--- src/rtl/fifo_wr_arbiter_if.sv ---
// Write-port bundle between the producers, the arbiter and the FIFO.
// The master modport is the arbiter's view; slave is the producer/FIFO side.
interface fifo_wr_arbiter_if #(
  parameter int DATA_WIDTH = 8,
  parameter int NUM_REQ    = 4
);
  logic [NUM_REQ-1:0]            req;
  logic [NUM_REQ*DATA_WIDTH-1:0] req_data;
  logic [NUM_REQ-1:0]            ack;
  logic                          fifo_wr_en;
  logic [DATA_WIDTH-1:0]         fifo_wr_data;
  logic                          fifo_wr_ready;

  modport master (
    input  req, req_data, fifo_wr_ready,
    output ack, fifo_wr_en, fifo_wr_data
  );

  modport slave (
    output req, req_data, fifo_wr_ready,
    input  ack, fifo_wr_en, fifo_wr_data
  );
endinterface

--- src/rtl/fifo_wr_arbiter.sv ---
// Round-robin burst arbiter for the shared FIFO write port.
// Define FIFO_ARB_STATS_EN to add per-requester saturating beat counters (grant_cnt).
`ifdef FIFO_ARB_STATS_EN
module fifo_arb_stat_cnt #(
  parameter int W = 16
) (
  input  logic         clk,
  input  logic         reset,
  input  logic         inc,
  output logic [W-1:0] cnt
);
  always_ff @(posedge clk or negedge reset)
    if (!reset)                 cnt <= '0;
    else if (inc && !(&cnt))    cnt <= cnt + 1'b1;
endmodule
`endif

module fifo_wr_arbiter #(
  parameter int DATA_WIDTH = 8,
  parameter int NUM_REQ    = 4,
  parameter int MAX_BURST  = 4,
  parameter int CNT_WIDTH  = 16
) (
  input  logic                clk,
  input  logic                reset,
  fifo_wr_arbiter_if.master   bus,
  output logic [NUM_REQ-1:0]  grant,
  output logic                busy
`ifdef FIFO_ARB_STATS_EN
  ,
  output logic [NUM_REQ*CNT_WIDTH-1:0] grant_cnt
`endif
);
  localparam int IW = (NUM_REQ > 1) ? $clog2(NUM_REQ) : 1;
  localparam int BW = $clog2(MAX_BURST + 1);

  typedef enum logic {IDLE, GRANT} state_e;

  state_e              state_q, state_d;
  logic [IW-1:0]       owner_q, owner_d, rr_q, rr_d, win;
  logic [BW-1:0]       beat_q, beat_d;
  logic [NUM_REQ-1:0]  grant_d, ack_w;
  logic                win_vld, own_req, own_ack, en_w;
  logic [DATA_WIDTH-1:0] data_w;

  // Descending scan so the closest set bit at or above rr_q is written last.
  always_comb begin
    win     = '0;
    win_vld = 1'b0;
    for (int k = NUM_REQ-1; k >= 0; k--)
      if (bus.req[(int'(rr_q) + k) % NUM_REQ]) begin
        win     = IW'((int'(rr_q) + k) % NUM_REQ);
        win_vld = 1'b1;
      end
  end

  always_comb begin
    state_d = state_q;
    owner_d = owner_q;
    rr_d    = rr_q;
    beat_d  = beat_q;
    grant_d = grant;
    ack_w   = '0;
    en_w    = 1'b0;
    data_w  = '0;
    own_req = bus.req[owner_q];
    own_ack = 1'b0;
    case (state_q)
      IDLE: if (win_vld) begin
        state_d = GRANT;
        owner_d = win;
        beat_d  = '0;
        grant_d = NUM_REQ'(1) << win;
      end
      GRANT: begin
        en_w           = own_req;
        own_ack        = own_req & bus.fifo_wr_ready;
        ack_w[owner_q] = own_ack;
        if (own_req) data_w = bus.req_data[int'(owner_q)*DATA_WIDTH +: DATA_WIDTH];
        if (own_ack) beat_d = beat_q + 1'b1;
        // Burst limit reached or owner withdrew: one idle bubble, then re-arbitrate.
        if ((own_ack && beat_q == BW'(MAX_BURST-1)) || !own_req) begin
          state_d = IDLE;
          grant_d = '0;
          beat_d  = '0;
          rr_d    = (int'(owner_q) == NUM_REQ-1) ? '0 : owner_q + 1'b1;
        end
      end
      default: state_d = IDLE;
    endcase
  end

  always_ff @(posedge clk or negedge reset) begin
    if (!reset) begin
      state_q <= IDLE;
      owner_q <= '0;
      rr_q    <= '0;
      beat_q  <= '0;
      grant   <= '0;
    end else begin
      state_q <= state_d;
      owner_q <= owner_d;
      rr_q    <= rr_d;
      beat_q  <= beat_d;
      grant   <= grant_d;
    end
  end

  assign busy             = (state_q == GRANT);
  assign bus.ack          = ack_w;
  assign bus.fifo_wr_en   = en_w;
  assign bus.fifo_wr_data = data_w;

`ifdef FIFO_ARB_STATS_EN
  for (genvar i = 0; i < NUM_REQ; i++) begin : g_stat
    fifo_arb_stat_cnt #(.W(CNT_WIDTH)) u_cnt (
      .clk   (clk),
      .reset (reset),
      .inc   (ack_w[i]),
      .cnt   (grant_cnt[i*CNT_WIDTH +: CNT_WIDTH])
    );
  end
`endif
endmodule

--- src/flat_wrapper.sv ---
// flat-port wrapper written by rule: the top's interface ports become plain ports
module fifo_wr_arbiter_flat 
#(
  parameter int DATA_WIDTH = 8,
  parameter int NUM_REQ    = 4,
  parameter int MAX_BURST  = 4,
  parameter int CNT_WIDTH  = 16
)
  (clk, reset, grant, busy, bus_req, bus_req_data, bus_fifo_wr_ready, bus_ack, bus_fifo_wr_en, bus_fifo_wr_data);
  fifo_wr_arbiter_if #(.DATA_WIDTH(DATA_WIDTH), .NUM_REQ(NUM_REQ)) bus_i ();
  input  logic clk;
  input  logic reset;
  output logic [NUM_REQ-1:0] grant;
  output logic busy;
  input wire logic [$bits(bus_i.req)-1:0] bus_req;
  input wire logic [$bits(bus_i.req_data)-1:0] bus_req_data;
  input wire logic [$bits(bus_i.fifo_wr_ready)-1:0] bus_fifo_wr_ready;
  output wire logic [$bits(bus_i.ack)-1:0] bus_ack;
  output wire logic [$bits(bus_i.fifo_wr_en)-1:0] bus_fifo_wr_en;
  output wire logic [$bits(bus_i.fifo_wr_data)-1:0] bus_fifo_wr_data;
  assign bus_i.req = bus_req;
  assign bus_i.req_data = bus_req_data;
  assign bus_i.fifo_wr_ready = bus_fifo_wr_ready;
  assign bus_ack = bus_i.ack;
  assign bus_fifo_wr_en = bus_i.fifo_wr_en;
  assign bus_fifo_wr_data = bus_i.fifo_wr_data;
  fifo_wr_arbiter #(.DATA_WIDTH(DATA_WIDTH), .NUM_REQ(NUM_REQ), .MAX_BURST(MAX_BURST), .CNT_WIDTH(CNT_WIDTH)) u_core (.clk(clk), .reset(reset), .bus(bus_i), .grant(grant), .busy(busy));
endmodule
--- config.mk ---
export PLATFORM = sky130hd
export DESIGN_NAME = fifo_wr_arbiter_flat
export DESIGN_NICKNAME = d
export VERILOG_FILES = /design/src/rtl/fifo_wr_arbiter_if.sv /design/src/rtl/fifo_wr_arbiter.sv /design/src/flat_wrapper.sv
export SDC_FILE = /design/constraint.sdc
export NUM_CORES = 1
export LEC_CHECK = 0
export BUFFER_PORTS_ARGS = -buffer_cell sky130_fd_sc_hd__clkbuf_2
export CORE_ASPECT_RATIO = 1.4
export CORE_MARGIN = 2
export CORE_UTILIZATION = 45
export CTS_BUF_LIST = sky130_fd_sc_hd__clkbuf_2
export CTS_CLUSTER_DIAMETER = 80
export DETAILED_ROUTE_END_ITERATION = 10
export HOLD_SLACK_MARGIN = 0.02
export PLACE_DENSITY = 0.82
export SLEW_MARGIN = 20
export SYNTH_ARGS = -nofsm -noshare
export SYNTH_HDL_FRONTEND = slang
export SYNTH_SLANG_ARGS = --single-unit
--- constraint.sdc ---
create_clock -name clk -period 2.05 [get_ports clk]
set_clock_uncertainty 0.1 [all_clocks]
set_input_delay 0.1025 -clock clk [delete_from_list [all_inputs] [get_ports clk]]
set_output_delay 0.1025 -clock clk [all_outputs]
set_load 0.005 [all_outputs]
==> summary.txt <==
Synth
  • Yosys warns: 0
  • Post-synthesis cell type count: 30
  • Top cell type's share of synthesized area: 0.310
  • Synth Net Count: 131
  • Yosys reg bits: 12
  • Top post-synthesis cells by area: dfrtp_1, mux4_2, and3_1
  • Post-Syn Instances: 86
  • Post-Syn Area: just under 1000 um2
  • Sequential-to-total area share from yosys stat: 0.310
  • Syn avg cell area: 11.2 um2
  • Dominant cell type by area after synthesis: dfrtp_1

Global route
  • Antenna violations before repair: 0
  • Grt ovf: 0
  • First-pass GRT wire length: 4050 um
  • Largest net degree at the start of global routing: 13
  • Tot GR Track Use: 0.206
  • Number of global-route vias before repair: around 940

Detailed routing
  • WL met2: 1460 um
  • Routed WL: 2760 um
  • Wire length on met1: 983 um
  • Number of DRC markers in iteration 0: 24
  • DRT antenna net count: 0
  • Drt first pass iters: 4
  • Via/cell ratio: between 5 and 6
  • DR top layer: met4
  • Routed wirelength normalized by instance count: 16.0 um
  • Via count: 989
  • Routed wl met3: 305 um
  • DRC viols: 0

Die
  • Num rows: 19
  • Die height: just under 60 um
  • # IOs: 57
  • Die W: 43.2 um
  • Core ar.: 2000 um2
  • Die ar.: ~2500 um2
  • Initial Utilization: 0.484

Power and ir drop
  • PwrDens: ~1200 nW/um2
  • Worst vdd ir: 0.832 mV
  • PnR Total Power: 1590 uW
  • Leakage power: 0.000760 uW

Timing
  • Worst slew pin tran: 0.363 ns
  • Final number of max-transition violations: 0
  • Worst hold slack: ~0.14 ns
  • Final Hold Fails: 0
  • Min cycle time layout: just under 2 ns
  • Sum of negative setup slack: 0 ns
  • Tcrit/Tclk final: 0.947
  • Fmax: around 520 MHz
  • Fin worst setup slack: 0.109 ns
  • Setup Viol. Count Final: 0
  • Slew HR: 0.756
  • RSZ-0062 raised after global routing: false

Flow run
  • Max-cap violations: 0

Clock network
  • H-tree depth: 1
  • Sink Count: 12
  • CTS tree: built
  • Reg clk slew, reported paths: 0.11 ns
  • Max Buffers Root-to-Sink: 2
  • Clock Latency Late Sink: about 0.26 ns
  • Root Buffer: clkbuf_2
  • CTS-repair resized insts: 0
  • CTS Buf Count: 3

Finish
  • Final nets: 198
  • Most frequent cells in the layout: clkbuf_2, and3_1, dfrtp_1
  • Area growth syn-to-layout: 41.1%
  • Final Instance Count excl. Fillers: 172
  • Commonest non-fill, non-tap cell in the layout: clkbuf_2
  • Fillers: ~170
  • Share of cells above drive strength 1: 0.550
  • ANT cells: 0

Placed design
  • Port Buffers: 56
  • Cell count after placement: 164
  • Hpwl dp: 2120 um
  • Final Wtd Congestion: 0.781
  • Pre-CTS setup slack: approximately 0.29 ns

Critical path
  • Critical path fanouts, max: 5
  • CP required: 1.85 ns
  • Worst Path Arrival: 1.74 ns
  • CP Class: flop to primary output
  • Startpoint types: flop
  • Critical Path Sink Type: primary output

Status
  • Status: completed

Worst hold path
  • Type of the worst min-delay path: input port to asynchronous set/reset pin
-- layer usage --
metal,vias up,global-route usage
met3,2,0.0552
met1,466,0.236
met5,-,0
li1,464,-
met2,57,0.388
met4,0,0.0260
-- cell usage after synthesis --
cell type / number
nor2b_1: 1
and3_1: 12
o21ai_0: 2
dfrtp_1: 12
mux2_4: 1
o21ai_2: 2
ha_1: 6
o21bai_1: 1
a21boi_2: 1
a311oi_1: 1
nand2b_1: 3
o2bb2ai_1: 2
clkbuf_1: 2
mux2i_1: 1
a22o_1: 4
nor3b_2: 1
mux4_2: 9
nor3_1: 2
inv_1: 6
or2_0: 1
buf_2: 1
nor4_1: 1
mux2_2: 2
a21o_1: 1
or3_1: 1
nand2_4: 1
and2_1: 1
nand2_1: 3
nor2_1: 3
a21oi_1: 2
-- through the flow --
step,cell area (um2),util
detailed placement,1290,0.647
finish,1370,0.684
global route,1370,0.684
floorplan,967,-
global placement,1290,0.647
CTS,1320,0.659
-- flip-flops by register name, summed over array words and instances (netlist names) --
signal	flops
u_core.grant	4
u_core.beat_q	3
u_core.owner_q	2
u_core.rr_q	2
u_core.busy	1
-- final cells by class --
cell class	count	area (um2)	share of cell area
clock buffer	3	15.0	0.0110
inverter	6	22.5	0.0165
multi-input combinational	66	658	0.482
sequential	12	300	0.220
tap	21	26.3	0.0192
timing repair buffer	64	343	0.251
-- logic make-up (layout without fill, tap and decap cells) --
| kind of cell | after synthesis | after routing | synth area share |
|---|---|---|---|
| compound gates | 16 | 16 | 0.129 |
| mux | 13 | 14 | 0.259 |
| fa+ha+maj | 6 | 6 | 0.0776 |
| buf+inv | 9 | 73 | 0.0362 |
| simple gates | 30 | 30 | 0.188 |
| flops | 12 | 12 | 0.310 |
-- worst max-delay path: stages (launching register included) --
cell	delay, ns
dfrtp_1	0.38
mux4_2	0.59
nand2_4	0.14
inv_1	0.08
and3_1	0.18
clkbuf_2	0.10
-- report_power, final --
| part | internal, uW | total [uW] | switching, uW |
|---|---|---|---|
| Sequential | 331 | 411 | 80.3 |
| Clock | 39.9 | 113 | 72.8 |
| Combinational | 573 | 1060 | 489 |
-- worst paths after layout --
| check | start | to | slack [ns] | cells after the start |
|---|---|---|---|---|
| worst max-delay path | u_core.owner_q[1] | bus_ack[2] | 0.11 | 5 |
| worst min-delay path | reset | u_core.grant[3] | 0.14 | 2 |
| worst max register to register | u_core.owner_q[1] | u_core.rr_q[0] | 0.19 | 4 |
| worst min register to register | u_core.grant[0] | u_core.grant[0] | 0.41 | 1 |
| max in group asynchronous | reset | u_core.busy | 1.49 | 2 |
| min in group clk | bus_fifo_wr_ready | u_core.busy | 0.20 | 3 |
-- what timing repair did --
action | CTS | global route
buffers inserted | 0 | 3
setup endpoints to repair | 0 | 4
hold endpoints to repair | 12 | 0
hold buffers | 1 | 0
Power figures use the tool's default switching activity.
